===== src/rtl/mc_ctrl_pkg.sv =====
// Shared encodings for the multi-cycle controller: states, opcodes,
// ALU operation codes and datapath mux select values.
package mc_ctrl_pkg;

    localparam int MC_STATE_W = 4;

    typedef enum logic [MC_STATE_W-1:0] {
        S_RST,
        S_FETCH,
        S_DECODE,
        S_MEMADR,
        S_MEMREAD,
        S_MEMWB,
        S_MEMWRITE,
        S_EXECUTER,
        S_EXECUTEI,
        S_ALUWB,
        S_BRANCH,
        S_JAL
    } state_t;

    localparam logic [6:0] OP_LW  = 7'b0000011;
    localparam logic [6:0] OP_SW  = 7'b0100011;
    localparam logic [6:0] OP_R   = 7'b0110011;
    localparam logic [6:0] OP_I   = 7'b0010011;
    localparam logic [6:0] OP_BR  = 7'b1100011;
    localparam logic [6:0] OP_JAL = 7'b1101111;

    localparam logic [2:0] ALU_AND = 3'b000;
    localparam logic [2:0] ALU_OR  = 3'b001;
    localparam logic [2:0] ALU_ADD = 3'b010;
    localparam logic [2:0] ALU_SUB = 3'b110;
    localparam logic [2:0] ALU_SLT = 3'b111;

    localparam logic [1:0] ALUOP_ADD   = 2'b00;
    localparam logic [1:0] ALUOP_SUB   = 2'b01;
    localparam logic [1:0] ALUOP_FUNCT = 2'b10;

    localparam logic [2:0] F3_BEQ = 3'b000;
    localparam logic [2:0] F3_BNE = 3'b001;

    localparam logic [1:0] RES_ALUOUT    = 2'b00;
    localparam logic [1:0] RES_DATA      = 2'b01;
    localparam logic [1:0] RES_ALURESULT = 2'b10;

    localparam logic [1:0] SRCA_PC    = 2'b00;
    localparam logic [1:0] SRCA_OLDPC = 2'b01;
    localparam logic [1:0] SRCA_RD1   = 2'b10;

    localparam logic [1:0] SRCB_WD   = 2'b00;
    localparam logic [1:0] SRCB_IMM  = 2'b01;
    localparam logic [1:0] SRCB_FOUR = 2'b10;

endpackage


===== src/rtl/alu_decoder.sv =====
// Combinational ALU control decode from ALUOp, funct3, op[5] and funct7b5.
// The illegal flag marks funct3 values this ALU cannot execute for R/I-type.
import mc_ctrl_pkg::*;

module alu_decoder (
    input  logic [1:0] alu_op,
    input  logic [2:0] funct3,
    input  logic       op_b5,
    input  logic       funct7b5,
    output logic [2:0] alu_control,
    output logic       illegal
);

    always_comb begin
        illegal = 1'b0;
        case (funct3)
            3'b000, 3'b010, 3'b110, 3'b111: illegal = 1'b0;
            default:                         illegal = 1'b1;
        endcase
    end

    // Only register-register ops with instr[30] set subtract; addi ignores it.
    always_comb begin
        alu_control = ALU_ADD;
        case (alu_op)
            ALUOP_ADD: alu_control = ALU_ADD;
            ALUOP_SUB: alu_control = ALU_SUB;
            ALUOP_FUNCT: begin
                case (funct3)
                    3'b000:  alu_control = (op_b5 & funct7b5) ? ALU_SUB : ALU_ADD;
                    3'b010:  alu_control = ALU_SLT;
                    3'b110:  alu_control = ALU_OR;
                    3'b111:  alu_control = ALU_AND;
                    default: alu_control = ALU_ADD;
                endcase
            end
            default: alu_control = ALU_ADD;
        endcase
    end

endmodule


===== src/rtl/mc_controller.sv =====
// Multi-cycle control unit: sequences each instruction through its states and
// drives datapath selects, write enables and the ALU control code.
import mc_ctrl_pkg::*;

module mc_controller #(
    parameter bit EN_BNE  = 1'b1,
    parameter int STATE_W = MC_STATE_W
) (
    input  logic       clk,
    input  logic       rst_n,
    input  logic [6:0] op,
    input  logic [2:0] funct3,
    input  logic       funct7b5,
    input  logic       Zero,
    output logic       PCWrite,
    output logic       AdrSrc,
    output logic       MemWrite,
    output logic       IRWrite,
    output logic [1:0] ResultSrc,
    output logic [1:0] ALUSrcA,
    output logic [1:0] ALUSrcB,
    output logic       RegWrite,
    output logic [2:0] ALUControl,
    output logic       IllegalInstr,
    output logic       InstrDone
);

    logic [STATE_W-1:0] state_q;
    state_t             state;
    state_t             next_state;
    logic [1:0]         alu_op;
    logic               pc_update;
    logic               branch;
    logic               taken;
    logic               funct_illegal;
    logic               branch_ok;

    always_ff @(posedge clk or negedge rst_n) begin
        if (!rst_n) state_q <= STATE_W'(S_RST);
        else        state_q <= STATE_W'(next_state);
    end

    assign state = state_t'(state_q[MC_STATE_W-1:0]);

    alu_decoder u_alu_decoder (
        .alu_op      (alu_op),
        .funct3      (funct3),
        .op_b5       (op[5]),
        .funct7b5    (funct7b5),
        .alu_control (ALUControl),
        .illegal     (funct_illegal)
    );

    assign branch_ok = (funct3 == F3_BEQ) || (EN_BNE && (funct3 == F3_BNE));
    assign taken     = (funct3 == F3_BNE) ? ~Zero : Zero;
    // Zero feeds PCWrite combinationally so the branch resolves in one cycle.
    assign PCWrite   = pc_update | (branch & taken);

    always_comb begin
        next_state   = S_FETCH;
        AdrSrc       = 1'b0;
        MemWrite     = 1'b0;
        IRWrite      = 1'b0;
        ResultSrc    = RES_ALUOUT;
        ALUSrcA      = SRCA_PC;
        ALUSrcB      = SRCB_WD;
        RegWrite     = 1'b0;
        IllegalInstr = 1'b0;
        InstrDone    = 1'b0;
        alu_op       = ALUOP_ADD;
        pc_update    = 1'b0;
        branch       = 1'b0;
        case (state)
            S_RST: next_state = S_FETCH;
            S_FETCH: begin
                IRWrite    = 1'b1;
                ALUSrcA    = SRCA_PC;
                ALUSrcB    = SRCB_FOUR;
                ResultSrc  = RES_ALURESULT;
                pc_update  = 1'b1;
                next_state = S_DECODE;
            end
            S_DECODE: begin
                ALUSrcA = SRCA_OLDPC;
                ALUSrcB = SRCB_IMM;
                case (op)
                    OP_LW, OP_SW: next_state = S_MEMADR;
                    OP_R: begin
                        next_state   = funct_illegal ? S_FETCH : S_EXECUTER;
                        IllegalInstr = funct_illegal;
                    end
                    OP_I: begin
                        next_state   = funct_illegal ? S_FETCH : S_EXECUTEI;
                        IllegalInstr = funct_illegal;
                    end
                    OP_BR: begin
                        next_state   = branch_ok ? S_BRANCH : S_FETCH;
                        IllegalInstr = ~branch_ok;
                    end
                    OP_JAL:  next_state = S_JAL;
                    default: begin
                        next_state   = S_FETCH;
                        IllegalInstr = 1'b1;
                    end
                endcase
            end
            S_MEMADR: begin
                ALUSrcA    = SRCA_RD1;
                ALUSrcB    = SRCB_IMM;
                next_state = (op == OP_LW) ? S_MEMREAD : S_MEMWRITE;
            end
            S_MEMREAD: begin
                AdrSrc     = 1'b1;
                next_state = S_MEMWB;
            end
            S_MEMWB: begin
                ResultSrc = RES_DATA;
                RegWrite  = 1'b1;
                InstrDone = 1'b1;
            end
            S_MEMWRITE: begin
                AdrSrc    = 1'b1;
                MemWrite  = 1'b1;
                InstrDone = 1'b1;
            end
            S_EXECUTER: begin
                ALUSrcA    = SRCA_RD1;
                ALUSrcB    = SRCB_WD;
                alu_op     = ALUOP_FUNCT;
                next_state = S_ALUWB;
            end
            S_EXECUTEI: begin
                ALUSrcA    = SRCA_RD1;
                ALUSrcB    = SRCB_IMM;
                alu_op     = ALUOP_FUNCT;
                next_state = S_ALUWB;
            end
            S_ALUWB: begin
                RegWrite  = 1'b1;
                InstrDone = 1'b1;
            end
            S_BRANCH: begin
                ALUSrcA   = SRCA_RD1;
                ALUSrcB   = SRCB_WD;
                alu_op    = ALUOP_SUB;
                branch    = 1'b1;
                InstrDone = 1'b1;
            end
            S_JAL: begin
                ALUSrcA    = SRCA_OLDPC;
                ALUSrcB    = SRCB_FOUR;
                pc_update  = 1'b1;
                next_state = S_ALUWB;
            end
            default: next_state = S_FETCH;
        endcase
    end

endmodule


===== config.mk =====
export PLATFORM = sky130hd
export DESIGN_NAME = mc_controller
export DESIGN_NICKNAME = d
export VERILOG_FILES = /design/src/rtl/mc_ctrl_pkg.sv /design/src/rtl/alu_decoder.sv /design/src/rtl/mc_controller.sv
export SDC_FILE = /design/constraint.sdc
export NUM_CORES = 1
export LEC_CHECK = 0
export BUFFER_PORTS_ARGS = -buffer_cell sky130_fd_sc_hd__buf_4
export CORE_MARGIN = 1.5
export CORE_UTILIZATION = 49
export CTS_CLUSTER_SIZE = 40
export DETAILED_ROUTE_END_ITERATION = 7
export HOLD_SLACK_MARGIN = 0.15
export PLACE_DENSITY = 0.94
export SLEW_MARGIN = 30
export SYNTH_ARGS = -nofsm -noshare
export SYNTH_HDL_FRONTEND = slang
export SYNTH_HIERARCHICAL = 1
export SYNTH_SLANG_ARGS = --single-unit

===== constraint.sdc =====
create_clock -name clk -period 3.35 [get_ports clk]
set_clock_uncertainty 0.15 [all_clocks]
set_input_delay 0.1675 -clock clk [delete_from_list [all_inputs] [get_ports clk]]
set_output_delay 0.1675 -clock clk [all_outputs]
set_load 0.05 [all_outputs]

==> results.py, run 1 <==
metrics = {
    "status": {
        "status": "finished, final reports clean",
    },
    "floorplan": {
        "coreArea_um2": 1170,
        "rows": 12,
        "pin_count": 30,
        "die_height_um": 39.3,
        "die_x_um": 39.3,
        "initial_core_util": 0.551,
        "die_area_um2": 1540,
    },
    "global_routing": {
        "grt_max_degree": 13,
        "grt_antenna_before_repair": 0,
        "grt_first_pass_wirelength_um": 2690,
        "grt_pass1_vias": 642,
        "grt_use_total": 0.273,
        "grt-ovfl-total": 0,
    },
    "route": {
        "route.antenna.remaining_nets": 0,
        "via_count": 772,
        "drt_wl_total_um": 1690,
        "first_pass_iters": 4,
        "vias_per_cell": 5.94,
        "wl_per_cell_um": 13.0,
        "drtIter0Drc": 43,
        "drc": 0,
    },
    "worst_setup_path": {
        "startpoint_type": "register",
        "cp.required_ns": 3.03,
        "path_max_fanout": 11,
        "arrival_ns": 2.49,
        "critPathCaptureType": "output pin",
        "path_class": "register to output pin",
    },
    "clocking": {
        "post_cts_buffers": 0,
        "cts_hold_buf": 2,
        "cts.htree.levels": 1,
        "worstSkewPairLatency_ns": 0.25,
        "cts.sinks": 4,
        "cts_root_buffer": "clkbuf_4",
        "clk_path_buf_depth": 2,
        "numCtsBuffers": 3,
        "clk_pin_slew_ns": 0.04,
        "ctsResizeCount": 0,
        "cts_tree": "done",
    },
    "synthesis": {
        "yosys_register_bits": 4,
        "yosysTopAreaCell": "dfrtp_1",
        "syn_inst": 87,
        "synth_edf_count": 0,
        "synth_common_cells": "nor2_1, nand2b_1, nand2_1, o21ai_0, dfrtp_1",
        "netlist_area_um2": 646,
        "synth.net_count": 103,
        "syn_area_per_cell_um2": 7.42,
        "post-synth-top-count-cell": "nor2_1",
        "ys_async_sr_fraction": 1.00,
        "yosys_warnings": 6,
        "synth_area_leaders": "dfrtp_1, nor2_1, nand2b_1, ha_1, o21ai_0",
        "yosysSeqAreaShare": 0.155,
        "synth_cell_types": 43,
        "synthFlopType": "dfrtp_1",
        "synth_top_area_frac": 0.155,
    },
    "sta": {
        "hold_viol_final": 0,
        "tns_ns": 0,
        "min_period_ns": 2.81,
        "worst_pin_slew_ns": 0.475,
        "maxSlewHeadroom": 0.681,
        "fmax_ghz": 0.356,
        "hold_ws_ns": 0.221,
        "rsz0062_at_grt": "no",
        "slew_violations": 0,
        "fin_crit_sh": 0.839,
        "setup_viol": 0,
    },
    "placement": {
        "port_buffers": 29,
        "place.gp.congestion": 0.801,
        "place_hpwl_um": 1280,
    },
    "power": {
        "p_per_area_nw_per_um2": 989,
        "leakagePower_uw": 0.000373,
        "irDropWorstVdd_v": 0.000552,
    },
    "layout": {
        "n_fill_cell": 85,
        "nNetsFinal": 134,
        "antenna_cells": 0,
        "largest_reg_flops": 4,
        "syn_to_final_growth_pct": 36.6,
        "drive_above_1_share": 0.336,
    },
    "min_path": {
        "hp-class": "primary input to register",
    },
    "job": {
        "maxCapViolations": 0,
    },
}
## worst max-delay path: stages (launching register included)
cell	delay [ns]
dfrtp_1	0.48
nand2b_1	0.28
nor2_1	0.24
inv_1	0.07
ha_1	0.33
or4b_1	0.47
o22ai_1	0.14
buf_4	0.23
## final timing paths
check / start / to / slack, ns / cells after the start
max: state[0]$_DFF_PN0_ / ALUControl[2] / 0.54 / 7
min: op[4] / state[0]$_DFF_PN0_ / 0.22 / 4
max reg2reg: state[0]$_DFF_PN0_ / state[3]$_DFF_PN0_ / 1.45 / 4
min reg2reg: state[3]$_DFF_PN0_ / state[2]$_DFF_PN0_ / 0.60 / 1
max in group asynchronous: rst_n / state[1]$_DFF_PN0_ / 2.20 / 3
min in group asynchronous: rst_n / state[2]$_DFF_PN0_ / 0.67 / 3
## cell families (layout without fill, tap and decap cells)
family,count (synthesis),after routing,share of synthesized area
and+or+nand+nor,45,45,0.392
AOI/OAI and AO/OA,23,23,0.260
buffers and inverters,8,37,0.0814
DFF,4,4,0.155
xor gates and xnor gates,3,3,0.0407
adders and majority gates,2,2,0.0388
muxes,2,2,0.0329
## layout make-up
cell class | instances | area, µm² | area share
sequential | 4 | 100 | 0.113
inverter | 3 | 11.3 | 0.0128
clock buffer | 3 | 22.5 | 0.0255
tap | 14 | 17.5 | 0.0199
multi-input combinational | 75 | 493 | 0.559
timing repair buffer | 31 | 238 | 0.270
## power breakdown
group / switching [µW] / internal, µW / total [µW]
Combinational: 458 / 220 / 678
Sequential: 60.6 / 70.0 / 131
Clock: 23.8 / 40.3 / 64.1
Total: 542 / 331 / 873
## per-layer routing
metal	global-route usage	routed length (µm)	vias to the layer above	share of wire
li1	-	-	381	-
met1	0.306	667	337	0.39
met2	0.450	827	47	0.49
met3	0.119	159	7	0.094
met4	0.103	38	0	0.022
met5	0	0	-	0
## metrics by stage
| stage | power, µW | utilization | setup slack (ns) | cells | cell area, µm² |
|---|---|---|---|---|---|
| 2_1_floorplan | 657 | - | 0.287 | 87 | 646 |
| 3_3_place_gp | 795 | 0.717 | 0.921 | 125 | 840 |
| 3_5_place_dp | 805 | 0.717 | 0.832 | 125 | 840 |
| 4_1_cts | 874 | 0.753 | 0.554 | 130 | 882 |
| 5_1_grt | 923 | 0.753 | 0.319 | 130 | 882 |
| 6_report | 873 | 0.753 | 0.539 | 130 | 882 |
## placed cells by master, fill, tap and decap left out, types with 2 or more instances in the layout
cell / synthesis / final
nor3_1: 2 / 2
dlygate4sd3_1: 0 / 2
dfrtp_1: 4 / 4
buf_4: 2 / 29
inv_1: 3 / 3
o21ai_0: 5 / 5
xor2_1: 2 / 2
a211oi_1: 2 / 2
ha_1: 2 / 2
nand2b_1: 8 / 8
nor4_1: 2 / 2
nor2_1: 15 / 15
a21oi_1: 2 / 2
nand3_1: 2 / 2
clkbuf_4: 0 / 3
nand2_1: 5 / 5
o22ai_1: 2 / 2
Note: power is estimated with default switching activity, not from simulation.
==> run 2, diff against run 1 <==
--- a/config.mk
+++ b/config.mk
@@ -7,11 +7,11 @@
 export LEC_CHECK = 0
 export BUFFER_PORTS_ARGS = -buffer_cell sky130_fd_sc_hd__buf_4
 export CORE_MARGIN = 1.5
-export CORE_UTILIZATION = 49
+export CORE_UTILIZATION = 45
 export CTS_CLUSTER_SIZE = 40
 export DETAILED_ROUTE_END_ITERATION = 7
 export HOLD_SLACK_MARGIN = 0.15
-export PLACE_DENSITY = 0.94
+export PLACE_DENSITY = 0.89
 export SLEW_MARGIN = 30
 export SYNTH_ARGS = -nofsm -noshare
 export SYNTH_HDL_FRONTEND = slang
==> constraint.sdc (replaced) <==
create_clock -name clk -period 2.8 [get_ports clk]
set_clock_uncertainty 0.15 [all_clocks]
set_input_delay 0.14 -clock clk [delete_from_list [all_inputs] [get_ports clk]]
set_output_delay 0.14 -clock clk [all_outputs]
set_load 0.05 [all_outputs]
==> results.py, run 2 (synthesis gave the netlist of run 1 again) <==
metrics = {
    "floorplan": {
        "coreArea_um2": 1320,
        "die_area_um2": 1670,
        "die_height_um": 40.9,
        "die_x_um": 40.9,
        "initial_core_util": 0.490,
        "rows": 13,
        "pin_count": 30,
    },
    "route": {
        "drtIter0Drc": 7,
        "vias_per_cell": 5.78,
        "first_pass_iters": 4,
        "via_count": 757,
        "route.antenna.remaining_nets": 0,
        "drc": 0,
        "drt_wl_total_um": 1680,
        "wl_per_cell_um": 12.9,
    },
    "worst_setup_path": {
        "cpMaxStageDelayCell": "or4b_1",
        "startpoint_type": "register",
        "path_cells": "nand2b_1 -> nand2b_1 -> o21ai_1 -> ha_1 -> or4b_1 -> o22ai_1 -> buf_4",
        "crit_cells": 7,
        "rrSetupSlack_ns": 1.02,
        "cp.buffers_inverters": 1,
        "path_max_fanout": 10,
        "critPathCapture": "ALUControl[2]",
        "cp_top_family": "simple AND/OR/NAND/NOR gates",
        "reg2reg_from": "state[0]$_DFF_PN0_",
        "cp.required_ns": 2.51,
        "critPathMaxStageDelay_ns": 0.49,
        "path_class": "register to output pin",
        "critPathCaptureType": "output pin",
        "cpMostUsedCell": "nand2b_1",
        "cp-startpoint": "state[2]$_DFF_PN0_",
        "rr_endpoint": "state[3]$_DFF_PN0_",
        "reg2reg_depth": 4,
        "arrival_ns": 2.36,
    },
    "layout": {
        "syn_to_final_growth_pct": 39.1,
        "regArea_um2": 104,
        "layout_common_cells": "buf_4, nor2_1, nand2b_1, nand2_1, o21ai_0",
        "nNetsFinal": 134,
        "final_common_cell": "buf_4",
        "multi_input_area_um2": 504,
        "drive_above_1_share": 0.388,
        "largest_reg_flops": 4,
        "utilization": 0.682,
        "antenna_cells": 0,
        "n_fill_cell": 122,
    },
    "sta": {
        "setup_slack_ns": 0.152,
        "slew_violations": 0,
        "rsz0062_at_grt": "no",
        "hold_viol_final": 0,
        "setup_viol": 0,
        "fmax_ghz": 0.378,
        "maxSlewHeadroom": 0.647,
        "worst_pin_slew_ns": 0.525,
        "fin_crit_sh": 0.946,
        "min_period_ns": 2.65,
        "tns_ns": 0,
    },
    "clocking": {
        "cts.sinks": 4,
        "clk_pin_slew_ns": 0.03,
        "worstSkewPairLatency_ns": 0.22,
        "cts_tree": "done",
        "post_cts_buffers": 0,
        "clk_path_buf_depth": 2,
        "numCtsBuffers": 3,
        "cts_root_buffer": "clkbuf_4",
        "cts.htree.levels": 1,
    },
    "global_routing": {
        "grt_first_pass_wirelength_um": 2620,
        "grt-ovfl-total": 0,
        "grt_antenna_before_repair": 0,
        "grt_pass1_vias": 669,
        "grt_use_total": 0.229,
        "grt_max_degree": 13,
    },
    "min_path": {
        "hp-class": "primary input to register",
        "hp-start": "op[6]",
    },
    "power": {
        "leakagePower_uw": 0.000369,
        "irDropWorstVdd_v": 0.000440,
        "p_per_area_nw_per_um2": 1170,
    },
    "status": {
        "status": "finished, final reports clean",
    },
    "job": {
        "maxCapViolations": 0,
    },
    "placement": {
        "pre_cts_ws_ns": 0.293,
        "port_buffers": 29,
        "place_hpwl_um": 1360,
        "place.gp.congestion": 0.794,
    },
}
[run 2: worst min path at each step]
stage                               endpoint  slack, ns  cells after the start
after floorplan           state[0]$_DFF_PN0_      -0.31                      0
after global placement    state[2]$_DFF_PN0_      -0.21                      1
after detailed placement  state[2]$_DFF_PN0_      -0.21                      1
after CTS                 state[3]$_DFF_PN0_       0.24                      3
after global routing      state[3]$_DFF_PN0_       0.24                      3
final                     state[3]$_DFF_PN0_       0.23                      3
[run 2: area by class of cell]
| type | instances | area share |
|---|---|---|
| clock buffer | 3 | 0.0251 |
| inverter | 3 | 0.0125 |
| multi-input combinational | 75 | 0.561 |
| tap | 15 | 0.0209 |
| timing repair buffer | 31 | 0.265 |
| sequential | 4 | 0.116 |
[run 2: routing by layer]
metal	vias to the layer above	global-route usage	wire length (µm)
li1	377	-	-
met1	348	0.273	715
met2	32	0.441	865
met5	-	0	0
met4	0	0.00833	0
met3	0	0.0326	103
[run 2: worst min-delay path, stage by stage]
cell	delay, ns
buf_4	0.11
a32oi_1	0.11
o221ai_1	0.20
[run 2: what timing repair did]
item	in CTS	in global routing
endpoints found under the setup margin	0	1
hold buffers	2	0
endpoints found under the hold margin	4	0
resized for setup	0	6
[run 2: metrics by stage]
step	power, µW	hold slack, ns	cells	area [µm²]
after detailed placement	969	-0.214	126	847
after floorplan	788	-0.306	87	652
after CTS	1040	0.241	131	890
after global placement	955	-0.214	126	847
final	1050	0.234	131	898
after global routing	1110	0.242	131	898
[run 2: power breakdown]
part           internal [µW]  switching (µW)
sequential              88.0            73.5
combinational            268             553
clock                   47.5            18.2
==> run 3, diff against run 2 <==
--- a/config.mk
+++ b/config.mk
@@ -15,5 +15,4 @@
 export SLEW_MARGIN = 30
 export SYNTH_ARGS = -nofsm -noshare
 export SYNTH_HDL_FRONTEND = slang
-export SYNTH_HIERARCHICAL = 1
 export SYNTH_SLANG_ARGS = --single-unit
==> results.py, run 3 <==
metrics = {
    "synthesis": {
        "synth_fa_ha_area_frac": 0.0390,
        "yosys_register_bits": 4,
        "syn_inst": 88,
        "yosys_warnings": 0,
        "yosys.area_share.simple": 0.380,
        "synth-compound-area-share": 0.300,
        "yosys-mux-area-fraction": 0.0156,
        "ys_async_sr_fraction": 1.00,
        "synth_cell_types": 42,
        "synth_edf_count": 0,
        "yosysTopAreaCell": "dfrtp_1",
        "synthFlopType": "dfrtp_1",
        "synth_area_leaders": "dfrtp_1, nand2_1, nor2_1, a21oi_1, a2111oi_4",
        "synth_top_area_frac": 0.156,
        "syn_area_per_cell_um2": 7.29,
        "netlist_area_um2": 642,
        "synthXorXnorAreaFrac": 0.0273,
        "synth_top_family_by_area": "simple AND/OR/NAND/NOR gates",
        "synth_common_cells": "nand2_1, nor2_1, a21oi_1, inv_1, dfrtp_1",
        "synth.net_count": 104,
        "yosysSeqAreaShare": 0.156,
        "post-synth-top-count-cell": "nand2_1",
    },
    "worst_setup_path": {
        "cp.required_ns": 2.51,
        "rr_endpoint": "state[2]$_DFF_PN0_",
        "reg2reg_depth": 4,
        "path_class": "register to output pin",
        "startpoint_type": "register",
        "reg2reg_from": "state[0]$_DFF_PN0_",
        "rrSetupSlack_ns": 1.18,
        "arrival_ns": 2.08,
        "path_max_fanout": 10,
        "critPathCaptureType": "output pin",
        "cp-startpoint": "state[3]$_DFF_PN0_",
        "critPathCapture": "ALUControl[2]",
    },
    "layout": {
        "largest_reg_flops": 4,
        "stdcell_area_um2": 907,
        "final_common_cell": "buf_4",
        "multi_input_area_um2": 495,
        "regArea_um2": 100,
        "drive_above_1_share": 0.345,
        "n_fill_cell": 121,
        "syn_to_final_growth_pct": 41.3,
        "nNetsFinal": 137,
        "fin_cells": 134,
        "antenna_cells": 0,
        "layout_common_cells": "buf_4, nand2_1, nor2_1, a21oi_1, inv_1",
    },
    "route": {
        "drtIter0Drc": 16,
        "drc": 0,
        "route.antenna.remaining_nets": 0,
        "drt_wl_total_um": 1640,
        "wl_per_cell_um": 12.2,
        "first_pass_iters": 4,
        "vias_per_cell": 5.71,
        "via_count": 765,
    },
    "floorplan": {
        "rows": 13,
        "die_x_um": 40.8,
        "die_area_um2": 1660,
        "die_height_um": 40.8,
        "initial_core_util": 0.487,
        "pin_count": 30,
        "coreArea_um2": 1320,
    },
    "clocking": {
        "clk_pin_slew_ns": 0.04,
        "numCtsBuffers": 3,
        "cts.sinks": 4,
        "ctsResizeCount": 0,
        "worstSkewPairLatency_ns": 0.23,
        "cts_tree": "done",
        "cts.htree.levels": 1,
        "clk_path_buf_depth": 2,
        "cts_root_buffer": "clkbuf_4",
        "post_cts_buffers": 0,
    },
    "placement": {
        "dpl.cell_count": 128,
        "port_buffers": 29,
        "place_hpwl_um": 1300,
        "placement.cell_area_um2": 855,
        "place.gp.congestion": 0.837,
    },
    "status": {
        "status": "finished, final reports clean",
    },
    "min_path": {
        "hp-class": "primary input to register",
        "hp-start": "op[4]",
        "worstHoldPathCells": 4,
    },
    "power": {
        "seqPwrFrac": 0.144,
        "combPwrFrac": 0.789,
        "leakagePower_uw": 0.000435,
        "p_per_area_nw_per_um2": 1160,
        "switching_share": 0.613,
        "clkPwrFrac": 0.066,
        "switching_power_uw": 646,
        "irDropWorstVdd_v": 0.000627,
        "p_int_uw": 408,
    },
    "global_routing": {
        "grt_max_degree": 13,
        "grt_use_total": 0.235,
        "grt_pass1_vias": 628,
        "grt_first_pass_wirelength_um": 2560,
        "grt-ovfl-total": 0,
        "grt_antenna_before_repair": 0,
    },
    "sta": {
        "maxSlewHeadroom": 0.739,
        "slew_violations": 0,
        "min_period_ns": 2.37,
        "setup_viol": 0,
        "hold_viol_final": 0,
        "worst_pin_slew_ns": 0.382,
        "rsz0062_at_grt": "no",
        "tns_ns": 0,
        "fin_crit_sh": 0.845,
        "fmax_ghz": 0.423,
    },
    "job": {
        "maxCapViolations": 0,
    },
}
-- run 3: changes by cell type after synthesis, sizes merged, moves of 4 or more --
cell / previous run / this run
a21oi: 3 / 8
nand2: 5 / 11
nand2b: 8 / 4
nor2: 16 / 11
-- run 3: what timing repair did --
item | CTS | global route
hold buffers | 3 | 0
hold endpoints to repair | 5 | 0
endpoints found under the setup margin | 0 | 0
-- run 3: per-stage QoR --
step	worst slack, ns	power [µW]	util	hold slack [ns]
floorplan	0.251	785	-	-0.306
global placement	0.783	968	0.649	-0.215
detailed placement	0.693	980	0.649	-0.214
CTS	0.439	1060	0.689	0.195
global route	0.259	1120	0.689	0.202
finish	0.435	1050	0.689	0.206
-- run 3: worst min path at each step --
stage / endpoint / slack [ns]
3_3_place_gp: state[0]$_DFF_PN0_ / -0.22
2_1_floorplan: state[0]$_DFF_PN0_ / -0.31
3_5_place_dp: state[0]$_DFF_PN0_ / -0.21
6_report: state[0]$_DFF_PN0_ / 0.21
4_1_cts: state[0]$_DFF_PN0_ / 0.19
5_1_grt: state[0]$_DFF_PN0_ / 0.20
-- run 3: cell families after synthesis --
logic type | Yosys count
simple gates | 45
compound gates | 24
buf+inv | 10
flops | 4
xor+xnor | 2
fa+ha+maj | 2
mux | 1
-- run 3: final cells by class --
class | count | area share
Sequential cell | 4 | 0.110
Inverter | 6 | 0.0248
Clock buffer | 3 | 0.0248
Multi-Input combinational cell | 74 | 0.546
Tap cell | 15 | 0.0207
Timing Repair Buffer | 32 | 0.273
-- run 3: power by group through the flow --
stage	registers, µW	logic [µW]	clock network [µW]
2_1_floorplan	104	681	0
3_3_place_gp	145	823	0
3_5_place_dp	150	831	0
4_1_cts	149	835	73.5
5_1_grt	157	886	78.0
6_report	152	832	69.7
-- run 3: routing by layer --
layer,up-vias,track usage,part of all wire
met5,-,0,0
met4,0,0.142,0.016
met3,4,0.0435,0.031
met2,19,0.373,0.52
met1,361,0.292,0.43
li1,381,-,-
-- run 3: worst max-delay path, cell delays in order (launching register included) --
cell      delay, ns
dfrtp_1        0.47
nand2b_1       0.27
o21ai_0        0.27
ha_1           0.23
nor4b_1        0.24
nor2_1         0.06
nor2_1         0.09
buf_4          0.20
